**config.mk**
```make
export PLATFORM = sky130hd
export DESIGN_NAME = codec_cfg_sequencer
export DESIGN_NICKNAME = d
export VERILOG_FILES = /design/src/rtl/codec_cfg_sequencer_pkg.sv /design/src/rtl/codec_cfg_sequencer_init_rom.sv /design/src/rtl/codec_cfg_sequencer.sv
export SDC_FILE = /design/constraint.sdc
export NUM_CORES = 1
export LEC_CHECK = 0
export CAP_MARGIN = 30
export CORE_MARGIN = 2
export CORE_UTILIZATION = 67
export CTS_CLUSTER_DIAMETER = 120
export DETAILED_ROUTE_END_ITERATION = 12
export DONT_BUFFER_PORTS = 1
export HOLD_SLACK_MARGIN = 0.05
export PLACE_DENSITY = 0.83
export SETUP_SLACK_MARGIN = 0.4
export SLEW_MARGIN = 30
export SYNTH_ARGS = -nofsm -noshare
export SYNTH_HDL_FRONTEND = slang
export SYNTH_SLANG_ARGS = --single-unit
```
**constraint.sdc**
```tcl
create_clock -name clk -period 5.1 [get_ports clk]
set_input_delay 0.765 -clock clk [delete_from_list [all_inputs] [get_ports clk]]
set_output_delay 0.765 -clock clk [all_outputs]
set_load 0.01 [all_outputs]
```
**src/rtl/codec_cfg_sequencer_pkg.sv**
```systemverilog
// Shared definitions for the codec configuration sequencer: FSM state
// encoding and the codec power-up register table.
package codec_cfg_pkg;

   typedef enum logic [2:0] {
      S_POWERUP,
      S_ISSUE,
      S_WAIT,
      S_GAP,
      S_READY,
      S_FAIL
   } state_t;

   localparam int NUM_INIT = 9;

   // Power-up register writes, {reg addr, data}, in issue order.
   localparam logic [15:0] INIT_WORD_0 = 16'h0C00;
   localparam logic [15:0] INIT_WORD_1 = 16'h0E03;
   localparam logic [15:0] INIT_WORD_2 = 16'h0017;
   localparam logic [15:0] INIT_WORD_3 = 16'h0217;
   localparam logic [15:0] INIT_WORD_4 = 16'h0470;
   localparam logic [15:0] INIT_WORD_5 = 16'h0670;
   localparam logic [15:0] INIT_WORD_6 = 16'h0A00;
   localparam logic [15:0] INIT_WORD_7 = 16'h0812;
   localparam logic [15:0] INIT_WORD_8 = 16'h1000;

endpackage

```
**src/rtl/codec_cfg_sequencer_init_rom.sv**
```systemverilog
// Combinational lookup of the codec init table; unused indices read as zero.
module codec_init_rom
   import codec_cfg_pkg::*;
(
   input  logic [3:0]  index_i,
   output logic [15:0] word_o
);

   // Map the table index onto its register write word.
   always_comb begin
      word_o = 16'h0000;
      case (index_i)
         4'd0:    word_o = INIT_WORD_0;
         4'd1:    word_o = INIT_WORD_1;
         4'd2:    word_o = INIT_WORD_2;
         4'd3:    word_o = INIT_WORD_3;
         4'd4:    word_o = INIT_WORD_4;
         4'd5:    word_o = INIT_WORD_5;
         4'd6:    word_o = INIT_WORD_6;
         4'd7:    word_o = INIT_WORD_7;
         4'd8:    word_o = INIT_WORD_8;
         default: word_o = 16'h0000;
      endcase
   end

endmodule

```
**src/rtl/codec_cfg_sequencer.sv**
```systemverilog
// Write sequencer and arbiter for the shared codec I2C master: runs the
// power-up register table with timeout/retry, then serves runtime writes.
module codec_cfg_sequencer
   import codec_cfg_pkg::*;
#(
   parameter int POWERUP_CYCLES = 200000,
   parameter int GAP_CYCLES     = 50000,
   parameter int TIMEOUT_CYCLES = 1000000,
   parameter int MAX_RETRY      = 3
)(
   input  logic        clk,
   input  logic        reset,
   input  logic        reinit,
   input  logic        usr_req,
   input  logic [15:0] usr_word,
   output logic        usr_ack,
   output logic        usr_done,
   output logic        usr_ok,
   output logic        i2c_trig,
   output logic [15:0] i2c_data,
   input  logic        i2c_ackok,
   input  logic        i2c_txdone,
   output logic        init_done,
   output logic        cfg_err,
   output logic        busy
);

   localparam logic [19:0] PWR_LAST    = 20'(POWERUP_CYCLES - 1);
   localparam logic [19:0] GAP_LAST    = 20'(GAP_CYCLES - 1);
   localparam logic [19:0] TO_LAST     = 20'(TIMEOUT_CYCLES - 1);
   localparam logic [2:0]  RETRY_LIMIT = 3'(MAX_RETRY);
   localparam logic [3:0]  LAST_INDEX  = 4'(NUM_INIT - 1);

   state_t      state_q, state_d;
   logic [19:0] timer_q, timer_d;
   logic [3:0]  index_q, index_d;
   logic [1:0]  retry_q, retry_d;
   logic        txdone_q;
   logic        trig_q, trig_d;
   logic [15:0] data_q, data_d;
   logic [15:0] uword_q, uword_d;
   logic        user_q, user_d;
   logic        ackres_q, ackres_d;
   logic        usr_ack_q, usr_ack_d;
   logic        usr_done_q, usr_done_d;
   logic        usr_ok_q, usr_ok_d;
   logic        init_done_q, init_done_d;
   logic        cfg_err_q, cfg_err_d;
   logic        reinit_pend_q, reinit_pend_d;

   logic        done_rise;
   logic        start_init;
   logic [2:0]  retry_next;
   logic [15:0] rom_word;

   codec_init_rom u_rom (
      .index_i (index_q),
      .word_o  (rom_word)
   );

   assign done_rise  = i2c_txdone & ~txdone_q;
   assign start_init = reinit | reinit_pend_q;
   assign retry_next = {1'b0, retry_q} + 3'd1;

   // Next-state and output decode; every register holds unless a state acts on it.
   always_comb begin
      state_d       = state_q;
      index_d       = index_q;
      retry_d       = retry_q;
      trig_d        = trig_q;
      data_d        = data_q;
      uword_d       = uword_q;
      user_d        = user_q;
      ackres_d      = ackres_q;
      usr_ack_d     = 1'b0;
      usr_done_d    = 1'b0;
      usr_ok_d      = 1'b0;
      init_done_d   = init_done_q;
      cfg_err_d     = cfg_err_q;
      reinit_pend_d = reinit_pend_q;

      case (state_q)
         S_POWERUP: begin
            if (timer_q == PWR_LAST) state_d = S_ISSUE;
         end
         S_ISSUE: begin
            data_d  = user_q ? uword_q : rom_word;
            trig_d  = 1'b1;
            state_d = S_WAIT;
         end
         S_WAIT: begin
            if (done_rise) begin
               trig_d   = 1'b0;
               ackres_d = i2c_ackok;
               state_d  = S_GAP;
            end else if (timer_q == TO_LAST) begin
               trig_d   = 1'b0;
               ackres_d = 1'b0;
               state_d  = S_GAP;
            end
         end
         S_GAP: begin
            if (timer_q == GAP_LAST) begin
               if (user_q) begin
                  usr_done_d = 1'b1;
                  usr_ok_d   = ackres_q;
                  user_d     = 1'b0;
                  state_d    = S_READY;
               end else if (ackres_q) begin
                  retry_d = 2'd0;
                  index_d = index_q + 4'd1;
                  if (index_q == LAST_INDEX) begin
                     init_done_d = 1'b1;
                     state_d     = S_READY;
                  end else begin
                     state_d = S_ISSUE;
                  end
               end else if (retry_next < RETRY_LIMIT) begin
                  retry_d = retry_next[1:0];
                  state_d = S_ISSUE;
               end else begin
                  cfg_err_d = 1'b1;
                  state_d   = S_FAIL;
               end
            end
         end
         S_READY, S_FAIL: begin
            if (start_init) begin
               init_done_d   = 1'b0;
               cfg_err_d     = 1'b0;
               index_d       = 4'd0;
               retry_d       = 2'd0;
               user_d        = 1'b0;
               reinit_pend_d = 1'b0;
               state_d       = S_ISSUE;
            end else if (state_q == S_READY && usr_req && init_done_q) begin
               uword_d   = usr_word;
               user_d    = 1'b1;
               usr_ack_d = 1'b1;
               state_d   = S_ISSUE;
            end
         end
         default: state_d = S_POWERUP;
      endcase

      if (reinit && (state_q inside {S_ISSUE, S_WAIT, S_GAP})) reinit_pend_d = 1'b1;

      timer_d = (state_d != state_q) ? 20'd0 : timer_q + 20'd1;
   end

   // State and datapath registers with synchronous active-low reset.
   always_ff @(posedge clk) begin
      if (!reset) begin
         state_q       <= S_POWERUP;
         timer_q       <= 20'd0;
         index_q       <= 4'd0;
         retry_q       <= 2'd0;
         txdone_q      <= 1'b1;
         trig_q        <= 1'b0;
         data_q        <= 16'h0000;
         uword_q       <= 16'h0000;
         user_q        <= 1'b0;
         ackres_q      <= 1'b0;
         usr_ack_q     <= 1'b0;
         usr_done_q    <= 1'b0;
         usr_ok_q      <= 1'b0;
         init_done_q   <= 1'b0;
         cfg_err_q     <= 1'b0;
         reinit_pend_q <= 1'b0;
      end else begin
         state_q       <= state_d;
         timer_q       <= timer_d;
         index_q       <= index_d;
         retry_q       <= retry_d;
         txdone_q      <= i2c_txdone;
         trig_q        <= trig_d;
         data_q        <= data_d;
         uword_q       <= uword_d;
         user_q        <= user_d;
         ackres_q      <= ackres_d;
         usr_ack_q     <= usr_ack_d;
         usr_done_q    <= usr_done_d;
         usr_ok_q      <= usr_ok_d;
         init_done_q   <= init_done_d;
         cfg_err_q     <= cfg_err_d;
         reinit_pend_q <= reinit_pend_d;
      end
   end

   assign i2c_trig  = trig_q;
   assign i2c_data  = data_q;
   assign usr_ack   = usr_ack_q;
   assign usr_done  = usr_done_q;
   assign usr_ok    = usr_ok_q;
   assign init_done = init_done_q;
   assign cfg_err   = cfg_err_q;
   assign busy      = !(state_q inside {S_READY, S_FAIL});

endmodule

```
# --- After elaboration in Yosys (flattened, before gate mapping) ---
# Memory sizes are Yosys's and may differ from the RTL's. A register that Yosys moved wholly into a read port is not among the register bits.
# Index checks and enable logic that the tools add are counted.
totals:
  memories: 1
  latchBits: 0
  rom_bits: 160
  in_bits: 22
  reg_bits: 71
  output_inout_bits: 23
  mem_bits_rw: 0
  word_cells: 121
op_classes:
  eq_ne: 20
  mux: 48
  shift: 0
  multipliers: 0
  n_reduce_logical: 26
  div: 0
  order_cmp: 1
  bitwise: 6
  n_addsub: 3
memory_table:
  columns: ["memory", "depth", "width", "rd", "rd_ports_with_merged_regs", "write_ports", "line", "rtl"]
  rows:
  - ["(name not given)", 16, 10, 1, 1, 0, "codec_cfg_sequencer_init_rom.sv:12", "case (index_i)"]
ops:
  columns: ["cell", "n"]
  rows:
  - ["$mux 3", 10]
  - ["$mux 4", 6]
  - ["$add 20x1->20 const B", 1]
  - ["$eq 20x16->1 const B", 1]
  - ["$eq 20x18->1 const B", 1]
  - ["$eq 20x20->1 const B", 1]
  - ["$mux 1", 19]
  - ["$mux 16", 1]
  - ["$pmux 3 s5", 1]
  - ["$ne 2x2->1 const B", 7]
  - ["$reduce_and 6->1", 2]
  - ["$reduce_bool 2->1", 6]
  - ["$mux 2", 5]
  - ["$reduce_and 5->1", 2]
  - ["$ne 3x3->1 const B", 3]
  - ["$reduce_and 3->1", 3]
  - ["$pmux 1 s2", 4]
  - ["$pmux 4 s2", 1]
  - ["$eq 3x2->1 const B", 2]
  - ["$eq 3x3->1 const B", 2]
  - ["$reduce_and 2->1", 3]
  - ["$add 4x1->4 const B", 1]
  - ["$eq 4x4->1 const B", 1]
  - ["$not 1->1", 4]
  - ["14 further kinds", 17]

# --- Longest topological paths before layout ---
# Gate-level depths: netlist of the first run.
logic_depth:
  word_depth: 9
  depth_mapped: 11
  ltp_nobuf: 10

# --- Modules after synthesis ---
# Synthesis of the first run repeated with hierarchy kept, for this count alone.
hier_totals:
  hier_cells: 403
  hier_area_um2: 3508.4
by_module_without_submodules:
  columns: ["module", "seq_area_each_um2", "cells_each", "n_inst", "area_per_inst_um2"]
  rows:
  - ["codec_cfg_sequencer", 1421.4, 370, 1, 3268.1]
  - ["codec_init_rom", 0.0, 33, 1, 240.2]

# --- Least setup slack after synthesis of the first run ---
# No wires, ideal clock.
synth_path:
  path_type: "input port to flip-flop"
  start: "input reinit"
  end: "register u_rom.word_o[4] (netlist name)"
  setup_ns: 0.070
  required_time_ns: 5.030
  path_stages: 10
  t_arrival_ns: 2.443
  n_path_buf: 1
  slack_ns: 2.587
  cell_sequence: "nor2_1 -> o22ai_1 -> and3_1 -> buf_2 -> nor2_1 -> xnor2_1 -> nand2_1 -> ha_1 -> or3_1 -> a21oi_1"
synth_between:
  elab_chain_cells: 5
synth_lines:
  columns: ["item", "line", "rtl"]
  rows:
  - ["start, declared", "codec_cfg_sequencer.sv:13", "input logic reinit,"]
  - ["$or 1x1->1", "codec_cfg_sequencer.sv:62", "assign start_init = reinit | reinit_pend_q;"]
  - ["$ne 2x2->1 (no line)", null, null]
  - ["$reduce_and 5->1 (no line)", null, null]
  - ["$mux 4 (no line) (2 in a row)", null, null]
# No other way between the ends.
# A chain may end at the register's enable or synchronous reset.

# --- Worst setup path after layout of the first run ---
layout_path:
  start: "register state_q[2]"
  end: "register u_rom.word_o[4] (netlist name)"
layout_between:
  elab_chain_cells: 6
  elab_cells_between_ends: 13
  classes_between: "eq/ne (7); mux (3); reduce/logical (3)"
layout_lines:
  columns: ["item", "line", "rtl"]
  rows:
  - ["start, declared", "codec_cfg_sequencer.sv:34", "state_t state_q, state_d;"]
  - ["start signal, assigned", "codec_cfg_sequencer.sv:171", "state_q <= state_d;"]
  - ["$eq 3x3->1", "codec_cfg_sequencer.sv:82", "case (state_q)"]
  - ["$reduce_or 2->1", "codec_cfg_sequencer.sv:82", null]
  - ["$ne 2x2->1 (no line) / $reduce_bool 2->1 (equally long branches)", null, null]
  - ["$reduce_and 5->1 (no line)", null, null]
  - ["$mux 4 (no line) (*) (2 in a row)", null, null]
# Mark *: on every way between the ends. The rest lies on a longest branch, timed or not.

==> out/qor.log, run 1 <==
INFO  logic_synthesis synth_warnings=0
INFO  global_route   antenna_found_initial=0
INFO  clock_network  cts_hold_buffers=0
INFO  worst_hold_path min_path_cells=1
INFO  timing         setup_ws=2100ps
INFO  logic_synthesis synth.net_count=437
INFO  power_and_ir_drop sw_share=0.204
INFO  timing         timing.final.crit_period=3000ps
INFO  timing         setup_tns=0ps
INFO  timing         max-slew-margin-rel=0.363
INFO  timing         report.final.hold_viol_count=0
INFO  floorplanning  floorplan.die.width=77.5µm
INFO  logic_synthesis syn-instance-count=407
INFO  cells_and_area layout.core_utilization=0.742
INFO  clock_network  tritoncts=done
INFO  floorplanning  initial_utilization=0.700
INFO  critical_path  critPathArrivalTime=3280ps
INFO  timing         finalMaxSlewViolations=0
INFO  drt            drt_first_pass_iters=5
INFO  global_route   grt_first_pass_wirelength=11400µm
INFO  floorplanning  area_of_the_core=5170µm²
INFO  logic_synthesis synthArstFlopShare=0
INFO  cells_and_area num_antenna_cells=0
INFO  timing         fin_worst_skew=9.88ps
INFO  run_status     outcome=complete, no violations
INFO  global_route   grt_pass1_vias=2562
INFO  logic_synthesis synth.cell_area=3620µm²
INFO  clock_network  postCtsSetupBuffers=0
INFO  logic_synthesis ys_types=47
INFO  run            max_cap_violations=0
INFO  placed_design  dp_slack=2160ps
INFO  drt            detail_route.vias_per_cell=5.74
INFO  logic_synthesis fraction_of_synthesized_cell_area_taken_by_the_top_area_cell_type=0.442
INFO  drt            first_iter_violations=114
INFO  global_route   gr-total-overflow=0
INFO  logic_synthesis ys_ff_latch=80
INFO  cells_and_area layout-drive-gt1-share=0.114
INFO  timing         fmaxAchievable=334MHz
INFO  drt            routed_wire_length_per_instance=14.3µm
INFO  critical_path  critical_path_peak_fanout=11
INFO  floorplanning  pin_count=45
INFO  timing         worst_pin_slew=954ps
INFO  placed_design  place_hpwl=4830µm
INFO  critical_path  rr_worst_depth=10
INFO  power_and_ir_drop total_switching_power=0.228mW
INFO  power_and_ir_drop p_clk_frac=0.423
INFO  placed_design  numPortBuffers=0
INFO  critical_path  critical_path.startpoint_type=register
INFO  floorplanning  die-area=6010µm²
INFO  drt            drt_wl_total=6800µm
INFO  clock_network  cts.reportedPaths.clkPinSlew=80ps
INFO  critical_path  worst_ep_required=5380ps
INFO  clock_network  cts_max_path_buffers=2
INFO  timing         grt_setup_unrepaired=no
INFO  logic_synthesis synth_flop_cell=dfxtp_1
INFO  timing         timing.hold.ws=461ps
INFO  power_and_ir_drop sequentialPowerShare=0.563
INFO  drt            num_vias=2726
INFO  cells_and_area nets=430
INFO  critical_path  timing.setup.critical_path_class=register to register
INFO  drt            post_route_drc_violation_count=0
INFO  clock_network  post_cts_resize_count=0
INFO  global_route   grt_max_degree=49
INFO  clock_network  cts_made_buffers=9
INFO  timing         final.period_utilization=0.588
INFO  cells_and_area relative_area_change_from_synthesis_to_final_layout=6.08%
INFO  floorplanning  number_of_standard_cell_rows_in_the_floorplan=26
INFO  logic_synthesis synth_most_common_cell=dfxtp_1
INFO  power_and_ir_drop power.density_cell_area=291nW/µm²
INFO  power_and_ir_drop power.static_leakage=1.45nW
INFO  critical_path  setup.worst_path.end_class=register
INFO  clock_network  clock_root_buffer_master=clkbuf_8
INFO  placed_design  place.gp.congestion=0.860
INFO  logic_synthesis synth.top_cells.by_count=80 x dfxtp_1, 74 x nand2_1, 28 x a21boi_0, 23 x nor2_1, 20 x nor2_2
INFO  clock_network  cts_num_sinks=80
INFO  power_and_ir_drop combinational_power_share=0.014
INFO  global_route   grt.total_usage=0.240
INFO  floorplanning  chipHeight=77.5µm
INFO  logic_synthesis netlist_top_cells_area=dfxtp_1 44%, nand2_1 7.7%, a21boi_0 5.8%
INFO  logic_synthesis yosys.area.top_type=dfxtp_1
INFO  logic_synthesis avg_inst_size_synth=8.89µm²
INFO  worst_hold_path min-delay-path-class=register to register
INFO  logic_synthesis synth_edf_count=0
INFO  clock_network  insertion_delay=350ps
INFO  timing         final-setup-viol-count=0
INFO  logic_synthesis yosysSeqAreaShare=0.442
INFO  drt            ant_nets=0
INFO  clock_network  htree_num_levels=3
INFO  power_and_ir_drop internal_power_component=0.888mW
INFO  power_and_ir_drop ir_drop=190µV
## routing by layer
metal	global-route usage	wire length, µm	vias up
met3	0.0628	361	12
met5	0	0	-
met2	0.410	3360	64
li1	-	-	1370
met4	0.130	130	0
met1	0.273	2940	1280
## registers in the layout, indices dropped and copies added, names as in the netlist
register       count
i2c_data          16
reinit_pend_q      1
usr_done           1
retry_q            2
ackres_q           1
i2c_trig           1
txdone_q           1
cfg_err            1
init_done          1
u_rom.word_o       9
uword_q           16
usr_ok             1
timer_q           20
index_q            4
state_q            3
usr_ack            1
user_q             1
## cell usage in the layout (no fill, tap or decap), drive strengths merged, types with 2 or more instances in the layout
cell type	count
nor3	6
o211ai	2
nand3	19
o211a	10
xor2	10
a21oi	9
o22ai	2
xnor2	13
nand4bb	3
dfxtp	80
o21bai	2
and2	6
ha	8
nor3b	3
nand4	5
or4	3
o21ai	7
or3	4
nor4	4
nor2	43
inv	14
and3	8
nor2b	5
clkbuf	12
mux2i	10
a21boi	29
nand2	74
## per-stage QoR
stage | instance area, µm² | instances | power (mW)
2_1_floorplan | 3620 | 407 | 0.662
3_3_place_gp | 3620 | 459 | 0.658
3_5_place_dp | 3630 | 459 | 0.659
4_1_cts | 3840 | 475 | 1.13
5_1_grt | 3840 | 475 | 1.15
6_report | 3840 | 475 | 1.12
## worst paths after layout
check	start	end	slack, ps
min reg2reg	timer_q[0]$_SDFF_PP0_	timer_q[0]$_SDFF_PP0_	460
min	timer_q[0]$_SDFF_PP0_	timer_q[0]$_SDFF_PP0_	460
max	state_q[2]$_SDFF_PN0_	u_rom.word_o[4]$_SDFF_PP0_	2100
max reg2reg	state_q[2]$_SDFF_PN0_	u_rom.word_o[4]$_SDFF_PP0_	2100
## power groups by stage
stage	sequential, mW	combinational [mW]	clock (mW)
6_report	0.628	0.0158	0.472
5_1_grt	0.629	0.0177	0.504
3_5_place_dp	0.643	0.0160	0
4_1_cts	0.628	0.0160	0.483
3_3_place_gp	0.643	0.0154	0
2_1_floorplan	0.643	0.0190	0
## worst max-delay path, cell delays in order, from the launching register on
cell and delay [ps]:
dfxtp_1 520, nor2b_1 330, inv_1 220, o22ai_1 270
and3_1 320, nor2_1 90, xnor2_1 300, nand2_1 170
ha_1 200, or3_1 360, a21oi_1 140
## final cells by class
cell class | count | area, µm²
flip-flops and latches | 80 | 1600
multi-input cells | 295 | 1890
fillers | 361 | 1330
clock buffers | 12 | 155
clock inverters | 4 | 51.3
inverters | 13 | 48.8
well taps | 70 | 87.6
repair buffers | 1 | 7.51
## kinds of logic after synthesis
logic type / count (synthesis) / share of synthesized area
fa+ha+maj: 8 / 0.0277
compound gates: 67 / 0.140
buf+inv: 32 / 0.0387
flops: 80 / 0.442
simple gates: 187 / 0.264
mux: 10 / 0.0277
xor+xnor: 23 / 0.0598
(Power assumes the default switching activity.)
==> inputs of run 2 (changes only) <==
- CORE_UTILIZATION: 67 -> 57
- PLACE_DENSITY: 0.83 -> 0.75
- clock period: 5.1 -> 2.7 ns (I/O delays scaled with it)
==> out/qor.log, run 2 (same netlist as run 1, synthesis figures left out) <==
INFO  run            max_cap_violations=0
INFO  cells_and_area largest_register_ffs=20
INFO  critical_path  critPathArrivalTime=2700ps
INFO  drt            drt_first_pass_iters=4
INFO  timing         timing.hold.ws=164ps
INFO  cells_and_area fillerInstances=518
INFO  critical_path  path_delay_family=simple AND/OR/NAND/NOR gates
INFO  timing         fin_worst_skew=9.55ps
INFO  cells_and_area layout-drive-gt1-share=0.200
INFO  cells_and_area multi_input_area=2020µm²
INFO  run_status     outcome=complete, no violations
INFO  floorplanning  number_of_standard_cell_rows_in_the_floorplan=29
INFO  power_and_ir_drop power.static_leakage=1.59nW
INFO  cells_and_area top_register=timer_q
INFO  placed_design  dpl-instance-area=3760µm²
INFO  cells_and_area layout_common_cells=76 x dfxtp_1, 72 x nand2_1, 28 x a21boi_0
INFO  drt            drt_wl_total=8020µm
INFO  power_and_ir_drop power.density_cell_area=504nW/µm²
INFO  timing         report.final.hold_viol_count=0
INFO  critical_path  crit_buf_inv=2
INFO  floorplanning  floorplan.die.width=83.7µm
INFO  clock_network  htree_num_levels=3
INFO  global_route   grt_pass1_vias=2715
INFO  critical_path  critPathMaxStageDelay=550ps
INFO  clock_network  cts_max_path_buffers=2
INFO  drt            routed_wire_length_per_instance=16.0µm
INFO  clock_network  tritoncts=done
INFO  placed_design  place_hpwl=5190µm
INFO  placed_design  numPortBuffers=0
INFO  critical_path  worstPathCellList=or3_4 -> or4_4 -> nor4_4 -> o211ai_2 -> nor3b_4 -> o211ai_2 -> buf_6 -> clkbuf_16 -> nor2_2
INFO  cells_and_area layout_commonest_cell=dfxtp_1
INFO  critical_path  setup.worst_path.end_class=register
INFO  clock_network  cts_made_buffers=9
INFO  floorplanning  initial_utilization=0.580
INFO  clock_network  cts.reportedPaths.clkPinSlew=80ps
INFO  global_route   grt_max_degree=49
INFO  critical_path  timing.setup.critical_path_class=register to register
INFO  global_route   antenna_found_initial=0
INFO  cells_and_area finalInstanceArea=4200µm²
INFO  clock_network  insertion_delay=340ps
INFO  critical_path  worst_ep_required=2940ps
INFO  drt            ant_nets=0
INFO  timing         fmaxAchievable=407MHz
INFO  global_route   grt_first_pass_wirelength=12900µm
INFO  cells_and_area nets=450
INFO  clock_network  clock_root_buffer_master=clkbuf_8
INFO  timing         timing.final.crit_period=2460ps
INFO  placed_design  place.gp.congestion=0.838
INFO  power_and_ir_drop ir_drop=294µV
INFO  floorplanning  die-area=7000µm²
INFO  floorplanning  pin_count=45
INFO  cells_and_area area.sequential=1610µm²
INFO  timing         final.period_utilization=0.911
INFO  timing         finalMaxSlewViolations=0
INFO  cells_and_area relative_area_change_from_synthesis_to_final_layout=16.1%
INFO  global_route   grt.total_usage=0.229
INFO  critical_path  critical_path.startpoint_type=register
INFO  timing         final-setup-viol-count=0
INFO  drt            num_vias=2862
INFO  critical_path  path_common_cell=o211ai_2
INFO  worst_hold_path min-delay-path-class=primary input to register
INFO  timing         setup_tns=0ps
INFO  timing         max-slew-margin-rel=0.518
INFO  floorplanning  area_of_the_core=6240µm²
INFO  global_route   gr-total-overflow=0
INFO  critical_path  critPathSlowestCell=or4_4
INFO  clock_network  cts_num_sinks=80
INFO  drt            detail_route.vias_per_cell=5.70
INFO  floorplanning  chipHeight=83.7µm
INFO  timing         worst_pin_slew=721ps
INFO  timing         grt_setup_unrepaired=yes
INFO  drt            post_route_drc_violation_count=0
INFO  cells_and_area num_antenna_cells=0
INFO  critical_path  critical_path_peak_fanout=5
INFO  drt            first_iter_violations=136
INFO  clock_network  cts_hold_buffers=0
-- run 2: worst register-to-register path, delay by kind of cell, from the launching register on --
family / cells / cell delay (ps)
simple gates: 5 / 1350
flops: 1 / 350
buf+inv: 2 / 350
compound gates: 2 / 330
-- run 2: what timing repair did --
action	4_1_cts	5_1_grt
setup buffers	5	3
gates resized for setup	15	11
cloned	2	1
pin swaps	12	8
endpoints found under the setup margin	26	28
-- run 2: stage by stage --
step                      power [mW]   util  std cells  setup slack, ps
after floorplan                 1.25      -        407              401
after global placement          1.25  0.603        475              229
after detailed placement        1.25  0.603        475              194
after CTS                       2.13  0.657        498              277
after global routing            2.19  0.673        502              155
final                           2.12  0.673        502              240
-- run 2: cell type report --
type / count / share of cell area
repair buffers: 21 / 0.0551
clock inverters: 6 / 0.0161
clock buffers: 10 / 0.0304
multi-input cells: 295 / 0.481
inverters: 13 / 0.0116
well taps: 77 / 0.0229
flip-flops and latches: 80 / 0.383
-- run 2: report_power, final --
group | switching (mW) | leakage, nW | internal [mW]
Sequential | 0.00490 | 0.647 | 1.18
Combinational | 0.0237 | 0.853 | 0.0303
Clock | 0.446 | 0.0933 | 0.433
Total | 0.474 | 1.59 | 1.65
-- run 2: path summary, 6_finish.rpt --
check                           slack [ps]                      to  cells past startpoint                  start
worst max-delay path                   240  timer_q[10]$_SDFF_PP0_                      9  timer_q[7]$_SDFF_PP0_
worst min-delay path                   160     txdone_q$_SDFF_PN1_                      1             i2c_txdone
worst max register to register         240  timer_q[10]$_SDFF_PP0_                      9  timer_q[7]$_SDFF_PP0_
worst min register to register         440   timer_q[0]$_SDFF_PP0_                      1  timer_q[0]$_SDFF_PP0_
-- run 2: per-layer routing --
layer  part of all wire  GRT usage  vias up
met5                  0          0        -
met4              0.029      0.109        0
met3              0.054     0.0574       19
met2               0.49      0.381       70
met1               0.42      0.277     1371
li1                   -          -     1402
==> inputs of run 3 (changes only) <==
--- a/config.mk
+++ b/config.mk
@@ -8,10 +8,10 @@
 export CAP_MARGIN = 30
 export CORE_MARGIN = 2
-export CORE_UTILIZATION = 57
+export CORE_UTILIZATION = 67
 export CTS_CLUSTER_DIAMETER = 120
 export DETAILED_ROUTE_END_ITERATION = 12
 export DONT_BUFFER_PORTS = 1
 export HOLD_SLACK_MARGIN = 0.05
-export PLACE_DENSITY = 0.75
+export PLACE_DENSITY = 0.83
 export SETUP_SLACK_MARGIN = 0.4
 export SLEW_MARGIN = 30
==> constraint.sdc (replaced) <==
create_clock -name clk -period 3.1 [get_ports clk]
set_input_delay 0 -clock clk [delete_from_list [all_inputs] [get_ports clk]]
set_output_delay 0 -clock clk [all_outputs]
set_load 0.01 [all_outputs]
==> out/qor.log, run 3 (same netlist as run 1, synthesis figures left out) <==
INFO  clock_network  htree_num_levels=3
INFO  cells_and_area layout_commonest_cell=dfxtp_1
INFO  run            max_cap_violations=0
INFO  clock_network  cts_made_buffers=9
INFO  critical_path  rr_endpoint=timer_q[15]$_SDFF_PP0_
INFO  cells_and_area layout-drive-gt1-share=0.132
INFO  drt            drt_first_pass_iters=4
INFO  worst_hold_path hold-path-endpoint=timer_q[1]$_SDFF_PP0_
INFO  critical_path  timing.setup.critical_path_class=register to register
INFO  cells_and_area largest_register_ffs=20
INFO  critical_path  path_delay_family=simple AND/OR/NAND/NOR gates
INFO  drt            routed_wire_length_per_instance=15.3µm
INFO  cells_and_area top_register=timer_q
INFO  power_and_ir_drop power.density_cell_area=470nW/µm²
INFO  drt            drt_wl_total=7670µm
INFO  power_and_ir_drop combinational_power_share=0.030
INFO  timing         finalMaxSlewViolations=0
INFO  timing         final-setup-viol-count=0
INFO  worst_hold_path min_path_cells=3
INFO  power_and_ir_drop internal_power_component=1.54mW
INFO  critical_path  rr_worst_depth=9
INFO  cells_and_area area.sequential=1600µm²
INFO  critical_path  worstPathCellList=ha_1 -> nand3_1 -> or4_4 -> nor4_4 -> o211ai_2 -> nor3b_1 -> o211ai_2 -> buf_4 -> nor2_2
INFO  placed_design  dp_slack=382ps
INFO  critical_path  worst_ep_required=3330ps
INFO  placed_design  place.gp.congestion=0.867
INFO  global_route   grt_first_pass_wirelength=13100µm
INFO  timing         grt_setup_unrepaired=yes
INFO  floorplanning  initial_utilization=0.700
INFO  placed_design  numPortBuffers=0
INFO  timing         worst_pin_slew=788ps
INFO  clock_network  cts.reportedPaths.clkPinSlew=80ps
INFO  power_and_ir_drop ir_drop=379µV
INFO  floorplanning  area_of_the_core=5170µm²
INFO  cells_and_area layout_common_cells=79 x dfxtp_1, 74 x nand2_1, 28 x a21boi_0
INFO  critical_path  crit_buf_inv=1
INFO  clock_network  cts_num_sinks=80
INFO  timing         timing.final.crit_period=2600ps
INFO  critical_path  ff_to_ff_setup_slack=500ps
INFO  cells_and_area nets=457
INFO  critical_path  critical_path.startpoint_type=register
INFO  clock_network  cts_max_path_buffers=2
INFO  placed_design  place_hpwl=4950µm
INFO  global_route   antenna_found_initial=0
INFO  timing         timing.hold.ws=78.3ps
INFO  drt            ant_nets=0
INFO  drt            first_iter_violations=190
INFO  run_status     outcome=complete, no violations
INFO  cells_and_area multi_input_area=1910µm²
INFO  timing         report.final.hold_viol_count=0
INFO  drt            detail_route.vias_per_cell=5.74
INFO  global_route   grt_max_degree=48
INFO  global_route   grt_pass1_vias=2905
INFO  critical_path  critPathSlowestCell=or4_4
INFO  timing         final.period_utilization=0.838
INFO  global_route   gr-total-overflow=0
INFO  worst_hold_path min-delay-path-class=primary input to register
INFO  floorplanning  floorplan.die.width=77.5µm
INFO  cells_and_area relative_area_change_from_synthesis_to_final_layout=14.8%
INFO  critical_path  path_common_cell=o211ai_2
INFO  cells_and_area num_antenna_cells=0
INFO  timing         max-slew-margin-rel=0.473
INFO  critical_path  critPathMaxStageDelay=590ps
INFO  power_and_ir_drop sequentialPowerShare=0.529
INFO  clock_network  insertion_delay=350ps
INFO  floorplanning  die-area=6010µm²
INFO  critical_path  setup.worst_path.end_class=register
INFO  timing         setup_tns=0ps
INFO  critical_path  critical_path_peak_fanout=20
INFO  cells_and_area fillerInstances=336
INFO  power_and_ir_drop total_switching_power=0.413mW
INFO  global_route   grt.total_usage=0.273
INFO  critical_path  worst_r2r_startpoint=timer_q[0]$_SDFF_PP0_
INFO  floorplanning  number_of_standard_cell_rows_in_the_floorplan=26
INFO  drt            post_route_drc_violation_count=0
INFO  power_and_ir_drop p_clk_frac=0.441
INFO  worst_hold_path hold_start=reset
INFO  timing         fin_worst_skew=13.7ps
INFO  power_and_ir_drop sw_share=0.212
INFO  clock_network  postCtsSetupBuffers=0
INFO  clock_network  clock_root_buffer_master=clkbuf_8
INFO  timing         fmaxAchievable=385MHz
INFO  floorplanning  pin_count=45
INFO  power_and_ir_drop power.static_leakage=1.59nW
INFO  drt            num_vias=2879
INFO  floorplanning  chipHeight=77.5µm
INFO  timing         setup_ws=502ps
INFO  critical_path  critPathArrivalTime=2830ps
INFO  clock_network  tritoncts=done
## run 3: worst max path at each step
| stage | startpoint | to | slack [ps] | depth (start not counted) |
|---|---|---|---|---|
| floorplan | timer_q[8]$_SDFF_PP0_ | u_rom.word_o[4]$_SDFF_PP0_ | 700 | 10 |
| global placement | state_q[2]$_SDFF_PN0_ | u_rom.word_o[4]$_SDFF_PP0_ | 500 | 10 |
| detailed placement | state_q[2]$_SDFF_PN0_ | u_rom.word_o[4]$_SDFF_PP0_ | 380 | 10 |
| CTS | state_q[2]$_SDFF_PN0_ | u_rom.word_o[4]$_SDFF_PP0_ | 420 | 10 |
| global route | state_q[1]$_SDFF_PN0_ | u_rom.word_o[4]$_SDFF_PP0_ | 290 | 9 |
| finish | timer_q[0]$_SDFF_PP0_ | timer_q[15]$_SDFF_PP0_ | 500 | 9 |
## run 3: timing repair
action                     in CTS  in global routing
cloned                          0                  0
hold endpoints to repair       58                  0
hold buffers                   23                  0
resized for setup               1                  6
setup endpoints to repair       1                  5
## run 3: final cells by class
class | instances | area share
multi-input combinational | 295 | 0.458
timing repair buffer | 28 | 0.0677
clock buffer | 10 | 0.0331
inverter | 13 | 0.0117
sequential | 80 | 0.386
clock inverter | 6 | 0.0223
tap | 70 | 0.0211
## run 3: metrics by stage
step | power (mW) | utilization | instances | instance area [µm²]
floorplan | 1.09 | - | 407 | 3620
CTS | 1.97 | 0.796 | 501 | 4120
detailed placement | 1.08 | 0.705 | 462 | 3650
finish | 1.95 | 0.804 | 502 | 4160
global route | 2.01 | 0.804 | 502 | 4160
global placement | 1.08 | 0.705 | 462 | 3650
## run 3: worst register-to-register path: stages (launching register included)
cell and delay [ps]:
dfxtp_1 360, ha_1 220, nand3_1 200, or4_4 590, nor4_4 230, o211ai_2 150
nor3b_1 190, o211ai_2 150, buf_4 320, nor2_2 80
## run 3: power groups by stage
| stage | registers [mW] | clock network [mW] | logic, mW |
|---|---|---|---|
| 6_report | 1.03 | 0.861 | 0.0594 |
| 5_1_grt | 1.03 | 0.906 | 0.0648 |
| 4_1_cts | 1.03 | 0.874 | 0.0590 |
| 3_5_place_dp | 1.06 | 0 | 0.0269 |
| 3_3_place_gp | 1.06 | 0 | 0.0259 |
| 2_1_floorplan | 1.06 | 0 | 0.0313 |
## run 3: routing by layer
metal  wire (µm)  vias to the layer above  global-route usage
met4         173                        0               0.130
li1            -                     1423                   -
met3         318                       16              0.0605
met2        3750                       79               0.467
met5           0                        -                   0
met1        3430                     1361               0.325
